--- src/rtl/multicycle_control.sv ---
// Multi-cycle LEGv8 sequencing controller: Moore FSM stepping each instruction
// through fetch/decode/execute/memory/write-back, with memory stalls and a retire counter.
module multicycle_control #(
  parameter int unsigned COUNT_WIDTH = 32
) (
  input  logic                   clock,
  input  logic                   reset,
  input  logic                   run,
  input  logic [10:0]            opcode,
  input  logic                   mem_ready,
  output logic                   pc_write,
  output logic                   pc_write_cond,
  output logic                   ir_write,
  output logic                   mem_read,
  output logic                   mem_write,
  output logic                   i_or_d,
  output logic                   reg_write,
  output logic                   mem_to_reg,
  output logic                   reg_to_loc,
  output logic                   alu_src_a,
  output logic [1:0]             alu_src_b,
  output logic [1:0]             alu_op,
  output logic                   pc_source,
  output logic [3:0]             state,
  output logic                   halted,
  output logic [COUNT_WIDTH-1:0] retired
);

  typedef enum logic [3:0] {
    IDLE      = 4'd0,
    FETCH     = 4'd1,
    DECODE    = 4'd2,
    MEM_ADDR  = 4'd3,
    MEM_READ  = 4'd4,
    MEM_WB    = 4'd5,
    MEM_WRITE = 4'd6,
    R_EXEC    = 4'd7,
    R_WB      = 4'd8,
    BRANCH    = 4'd9,
    JUMP      = 4'd10,
    HALT      = 4'd11
  } state_t;

  state_t                 state_reg;
  state_t                 state_next;
  logic [COUNT_WIDTH-1:0] retired_reg;
  logic                   retire;

  logic is_ldur, is_stur, is_rtype, is_cbz, is_b, in_sequence;

  assign is_ldur  = (opcode == 11'b11111000010);
  assign is_stur  = (opcode == 11'b11111000000);
  assign is_rtype = (opcode == 11'b10001011000) || (opcode == 11'b11001011000) ||
                    (opcode == 11'b10001010000) || (opcode == 11'b10101010000);
  assign is_cbz   = (opcode[10:3] == 8'b10110100);
  assign is_b     = (opcode[10:5] == 6'b000101);

  always_ff @(posedge clock or negedge reset) begin
    if (!reset) begin
      state_reg   <= IDLE;
      retired_reg <= '0;
    end else begin
      state_reg <= state_next;
      if (retire) begin
        retired_reg <= retired_reg + COUNT_WIDTH'(1);
      end
    end
  end

  always_comb begin
    state_next    = state_reg;
    retire        = 1'b0;
    pc_write      = 1'b0;
    pc_write_cond = 1'b0;
    ir_write      = 1'b0;
    mem_read      = 1'b0;
    mem_write     = 1'b0;
    i_or_d        = 1'b0;
    reg_write     = 1'b0;
    mem_to_reg    = 1'b0;
    alu_src_a     = 1'b0;
    alu_src_b     = 2'b00;
    alu_op        = 2'b00;
    pc_source     = 1'b0;
    halted        = 1'b0;
    case (state_reg)
      IDLE: begin
        if (run) state_next = FETCH;
      end
      FETCH: begin
        // IR and PC+4 commit only on the cycle the instruction word arrives
        mem_read  = 1'b1;
        alu_src_b = 2'b01;
        ir_write  = mem_ready;
        pc_write  = mem_ready;
        if (mem_ready) state_next = DECODE;
      end
      DECODE: begin
        alu_src_b = 2'b11;
        if (is_ldur || is_stur) state_next = MEM_ADDR;
        else if (is_rtype)      state_next = R_EXEC;
        else if (is_cbz)        state_next = BRANCH;
        else if (is_b)          state_next = JUMP;
        else                    state_next = HALT;
      end
      MEM_ADDR: begin
        alu_src_a  = 1'b1;
        alu_src_b  = 2'b10;
        state_next = is_ldur ? MEM_READ : MEM_WRITE;
      end
      MEM_READ: begin
        mem_read = 1'b1;
        i_or_d   = 1'b1;
        if (mem_ready) state_next = MEM_WB;
      end
      MEM_WB: begin
        reg_write  = 1'b1;
        mem_to_reg = 1'b1;
        retire     = 1'b1;
      end
      MEM_WRITE: begin
        mem_write = 1'b1;
        i_or_d    = 1'b1;
        retire    = mem_ready;
      end
      R_EXEC: begin
        alu_src_a  = 1'b1;
        alu_op     = 2'b10;
        state_next = R_WB;
      end
      R_WB: begin
        reg_write = 1'b1;
        retire    = 1'b1;
      end
      BRANCH: begin
        alu_src_a     = 1'b1;
        alu_op        = 2'b01;
        pc_write_cond = 1'b1;
        pc_source     = 1'b1;
        retire        = 1'b1;
      end
      JUMP: begin
        pc_write  = 1'b1;
        pc_source = 1'b1;
        retire    = 1'b1;
      end
      HALT: begin
        halted = 1'b1;
      end
      default: begin
        state_next = HALT;
      end
    endcase
    if (retire) state_next = run ? FETCH : IDLE;
  end

  // reg_to_loc follows the opcode directly, but stays quiet while parked
  assign in_sequence = (state_reg >= FETCH) && (state_reg <= JUMP);
  assign reg_to_loc  = in_sequence && (is_stur || is_cbz);
  assign state       = state_reg;
  assign retired     = retired_reg;

endmodule

--- config.mk ---
export PLATFORM = sky130hd
export DESIGN_NAME = multicycle_control
export DESIGN_NICKNAME = d
export VERILOG_FILES = /design/src/rtl/multicycle_control.sv
export SDC_FILE = /design/constraint.sdc
export NUM_CORES = 1
export LEC_CHECK = 0
export ABC_AREA = 1
export CORE_ASPECT_RATIO = 0.75
export CORE_UTILIZATION = 52
export CTS_BUF_LIST = sky130_fd_sc_hd__clkbuf_8
export CTS_CLUSTER_DIAMETER = 200
export DETAILED_ROUTE_END_ITERATION = 7
export PLACE_DENSITY = 0.81
export SYNTH_ARGS = -nofsm -noshare
export SYNTH_HDL_FRONTEND = slang
export SYNTH_SLANG_ARGS = --single-unit
export TNS_END_PERCENT = 5
--- constraint.sdc ---
create_clock -name clock -period 1.91 [get_ports clock]
set_input_delay 0.382 -clock clock [delete_from_list [all_inputs] [get_ports clock]]
set_output_delay 0.382 -clock clock [all_outputs]
set_load 0.02 [all_outputs]
==> impl_metrics.prom <==
# TYPE chip_impl_metric gauge
chip_impl_metric{name="arrival",unit="ps"} 1500
chip_impl_metric{name="antenna_left",unit=""} 0
chip_impl_metric{name="drcViolationCount",unit=""} 0
chip_impl_info{name="hold_path.class",value="input pin to async pin"} 1
chip_impl_metric{name="dp_hpwl",unit="µm"} 6290
chip_impl_metric{name="synth_top_area_share",unit="%"} 33.1
chip_impl_metric{name="fillerInstances",unit=""} 369
chip_impl_metric{name="fin_setup_tns",unit="ps"} 0
chip_impl_metric{name="grt_antenna_before_repair",unit=""} 0
chip_impl_info{name="run_status",value="finished clean"} 1
chip_impl_info{name="critical_path.reg2reg.endpoint",value="retired[10]"} 1
chip_impl_metric{name="ctsHoldBuffers",unit=""} 0
chip_impl_metric{name="required",unit="ps"} 1530
chip_impl_metric{name="yosys_register_bits",unit=""} 36
chip_impl_info{name="mostFrequentLayoutCells",value="sky130_fd_sc_hd__nand2_1, sky130_fd_sc_hd__nor2_1, sky130_fd_sc_hd__clkdlybuf4s50_1, sky130_fd_sc_hd__buf_4, sky130_fd_sc_hd__inv_1"} 1
chip_impl_metric{name="detail_route.iter0.violations",unit=""} 340
chip_impl_metric{name="worst_reg2reg_setup_slack",unit="ps"} 150
chip_impl_metric{name="core_outline_area",unit="µm²"} 4950
chip_impl_info{name="ys_top_cells_by_area",value="sky130_fd_sc_hd__dfrtp_1, sky130_fd_sc_hd__nand2_1, sky130_fd_sc_hd__nor2_1"} 1
chip_impl_metric{name="drive_gt1_share",unit="%"} 15.3
chip_impl_metric{name="finish.utilization",unit="%"} 76.5
chip_impl_metric{name="post-route-period-util",unit="%"} 98.5
chip_impl_metric{name="cts-htree-levels",unit=""} 2
chip_impl_metric{name="wl_per_cell",unit="µm"} 13.6
chip_impl_metric{name="critical_path_s_largest_stage_delay",unit="ps"} 430
chip_impl_metric{name="clkSlewWorstSetupHoldPaths",unit="ps"} 80
chip_impl_metric{name="synth.distinct_cells",unit=""} 28
chip_impl_metric{name="clk_path_buf_depth",unit=""} 2
chip_impl_metric{name="worst_clock_skew",unit="ps"} 9.51
chip_impl_info{name="worstReg2RegStart",value="retired[1]"} 1
chip_impl_metric{name="grt_start_max_net_pins",unit=""} 38
chip_impl_metric{name="syn-instance-count",unit=""} 437
chip_impl_info{name="critical-path-slowest-cell",value="sky130_fd_sc_hd__dfrtp_2"} 1
chip_impl_metric{name="syn_avg_cell_area",unit="µm²"} 6.23
chip_impl_metric{name="power-per-cell-area",unit="nW/µm²"} 941
chip_impl_metric{name="floorplan.io_pins",unit=""} 67
chip_impl_metric{name="netlist_area",unit="µm²"} 2720
chip_impl_metric{name="vias",unit=""} 3177
chip_impl_info{name="layout.cells.most_common",value="sky130_fd_sc_hd__nand2_1"} 1
chip_impl_metric{name="finalCriticalPeriod",unit="ps"} 1880
chip_impl_metric{name="vias_per_cell",unit=""} 5.29
chip_impl_metric{name="max_freq",unit="GHz"} 0.532
chip_impl_metric{name="final_critical_path_setup_slack",unit="ps"} 28.7
chip_impl_metric{name="placementRows",unit=""} 22
chip_impl_info{name="synth_top_cell_by_area",value="sky130_fd_sc_hd__dfrtp_1"} 1
chip_impl_info{name="clk_root_buffer_cell",value="sky130_fd_sc_hd__clkbuf_8"} 1
chip_impl_metric{name="grt_pass1_vias",unit=""} 2786
chip_impl_metric{name="numCtsBuffers",unit=""} 5
chip_impl_info{name="timing_worst_setup_path_type",value="flip-flop to output pin"} 1
chip_impl_info{name="endpoint_kind",value="output pin"} 1
chip_impl_metric{name="drt_first_pass_iters",unit=""} 5
chip_impl_metric{name="grt_first_pass_wirelength",unit="µm"} 13400
chip_impl_metric{name="reg2regPathDepth",unit=""} 8
chip_impl_metric{name="nNetsFinal",unit=""} 556
chip_impl_metric{name="max-slew-margin-rel",unit="%"} 68.9
chip_impl_metric{name="synth_nets",unit=""} 453
chip_impl_metric{name="clock_sinks",unit=""} 36
chip_impl_metric{name="grt_overflow",unit=""} 0
chip_impl_metric{name="die_ar",unit="µm²"} 5530
chip_impl_info{name="unrepaired_setup_endpoints_after_global_routing",value="yes"} 1
chip_impl_metric{name="yosys_warnings",unit=""} 0
chip_impl_metric{name="place.port_buffers",unit=""} 66
chip_impl_info{name="start_kind",value="flip-flop"} 1
chip_impl_metric{name="power.ir.vdd_worst",unit="mV"} 0.689
chip_impl_metric{name="largest_reg_flops",unit=""} 32
chip_impl_metric{name="power.leakage",unit="nW"} 1.87
chip_impl_metric{name="place.gp.congestion",unit=""} 0.918
chip_impl_metric{name="grt_use_total",unit="%"} 31.2
chip_impl_info{name="tritoncts",value="built"} 1
chip_impl_metric{name="slew_violations",unit=""} 0
chip_impl_metric{name="hold_violations",unit=""} 0
chip_impl_metric{name="fp.dieW",unit="µm"} 85.6
chip_impl_metric{name="antennaDiodeCount",unit=""} 0
chip_impl_metric{name="die_ht",unit="µm"} 64.7
chip_impl_metric{name="max-cap-violations",unit=""} 0
chip_impl_metric{name="initial_utilization",unit="%"} 54.9
chip_impl_metric{name="yosysSeqAreaShare",unit="%"} 33.1
chip_impl_metric{name="critPathMaxFanout",unit=""} 5
chip_impl_metric{name="finalSetupViolCount",unit=""} 0
chip_impl_metric{name="wl",unit="µm"} 8190
chip_impl_metric{name="worst_skew_pair.late_latency",unit="ps"} 290
chip_impl_metric{name="worst-slew-pin-transition",unit="ps"} 467
chip_impl_info{name="crit_path_cell_trace",value="inv_2 -> nor2_1 -> nand3_2 -> inv_1 -> dlygate4sd2_1"} 1
chip_impl_metric{name="pre_cts_ws",unit="ps"} -679
chip_impl_metric{name="layout-area-overhead-vs-synth",unit="%"} 39.3
==> worst max path at each step <==
stage / start / end / slack [ps]
final: state[3] / pc_source / 30
after global routing: state[3] / reg_write / -40
after CTS: opcode[8] / reg_to_loc / -160
after detailed placement: opcode[9] / reg_to_loc / -680
after global placement: opcode[9] / reg_to_loc / -610
after floorplan: state[3] / reg_to_loc / 150
==> per-stage QoR <==
stage	cells	hold WS [ps]	power, mW	instance area, µm²
2_1_floorplan	437	86.4	2.15	2720
3_3_place_gp	591	501	3.03	3680
3_5_place_dp	591	539	3.08	3680
4_1_cts	599	535	3.58	3770
5_1_grt	601	574	3.79	3790
6_report	601	517	3.57	3790
==> repair_timing <==
item | CTS | global route
gates resized for setup | 30 | 33
buffers inserted | 0 | 2
setup endpoints to repair | 16 | 15
pin swaps | 0 | 5
hold endpoints to repair | 0 | 0
==> final cells by class <==
type	instances	area, µm²	area share [%]
well taps	60	75.1	1.98
flip-flops and latches	36	905	23.9
clock buffers	6	82.6	2.18
repair buffers	102	927	24.4
inverters	35	131	3.46
multi-input cells	360	1660	43.9
clock inverters	2	7.51	0.198
==> synth_stat cells <==
cell	number
sky130_fd_sc_hd__ha_1	1
sky130_fd_sc_hd__nand3b_1	11
sky130_fd_sc_hd__a21oi_2	1
sky130_fd_sc_hd__xnor2_1	5
sky130_fd_sc_hd__a21oi_1	4
sky130_fd_sc_hd__nor2_2	3
sky130_fd_sc_hd__nand3_2	2
sky130_fd_sc_hd__o21ai_1	6
sky130_fd_sc_hd__nor3_1	6
sky130_fd_sc_hd__nor3_2	2
sky130_fd_sc_hd__nand2_1	195
sky130_fd_sc_hd__o21bai_1	1
sky130_fd_sc_hd__xor2_1	10
sky130_fd_sc_hd__nor2_1	72
sky130_fd_sc_hd__nand3_4	1
sky130_fd_sc_hd__nor2_4	3
sky130_fd_sc_hd__nor3b_1	1
sky130_fd_sc_hd__nand4_1	4
sky130_fd_sc_hd__inv_1	32
sky130_fd_sc_hd__buf_6	3
sky130_fd_sc_hd__inv_2	3
sky130_fd_sc_hd__nand2_2	5
sky130_fd_sc_hd__buf_2	1
sky130_fd_sc_hd__o22ai_1	2
sky130_fd_sc_hd__nand3_1	18
sky130_fd_sc_hd__dfrtp_1	36
sky130_fd_sc_hd__o21ai_0	7
sky130_fd_sc_hd__buf_4	2
==> cell families after synthesis <==
| logic type | Yosys count | share of synthesized area [%] |
|---|---|---|
| buf+inv | 41 | 6.80 |
| fa+ha+maj | 1 | 0.459 |
| compound gates | 21 | 4.18 |
| xor+xnor | 15 | 4.83 |
| flops | 36 | 33.1 |
| simple gates | 323 | 50.6 |
==> critical path: cells and delay by family, from the launching register on <==
| family | cells | cell delay [ps] |
|---|---|---|
| buf+inv | 3 | 460 |
| flops | 1 | 430 |
| simple gates | 2 | 330 |
==> metal layers <==
layer  up-vias  share of wire, %  GRT usage [%]
met3         8               8.7           4.84
met5         -                 0              0
met4         0              0.74           6.46
met1      1458                47           48.6
met2       141                44           45.5
li1       1570                 -              -
==> power by group <==
group,switching [mW],leakage [nW],internal (mW),total [mW]
clock network,0.266,0.0538,0.284,0.549
registers,0.111,0.486,0.852,0.963
logic,1.22,1.33,0.833,2.06
total,1.60,1.87,1.97,3.57
No activity file was read; power rests on OpenSTA's default activity.
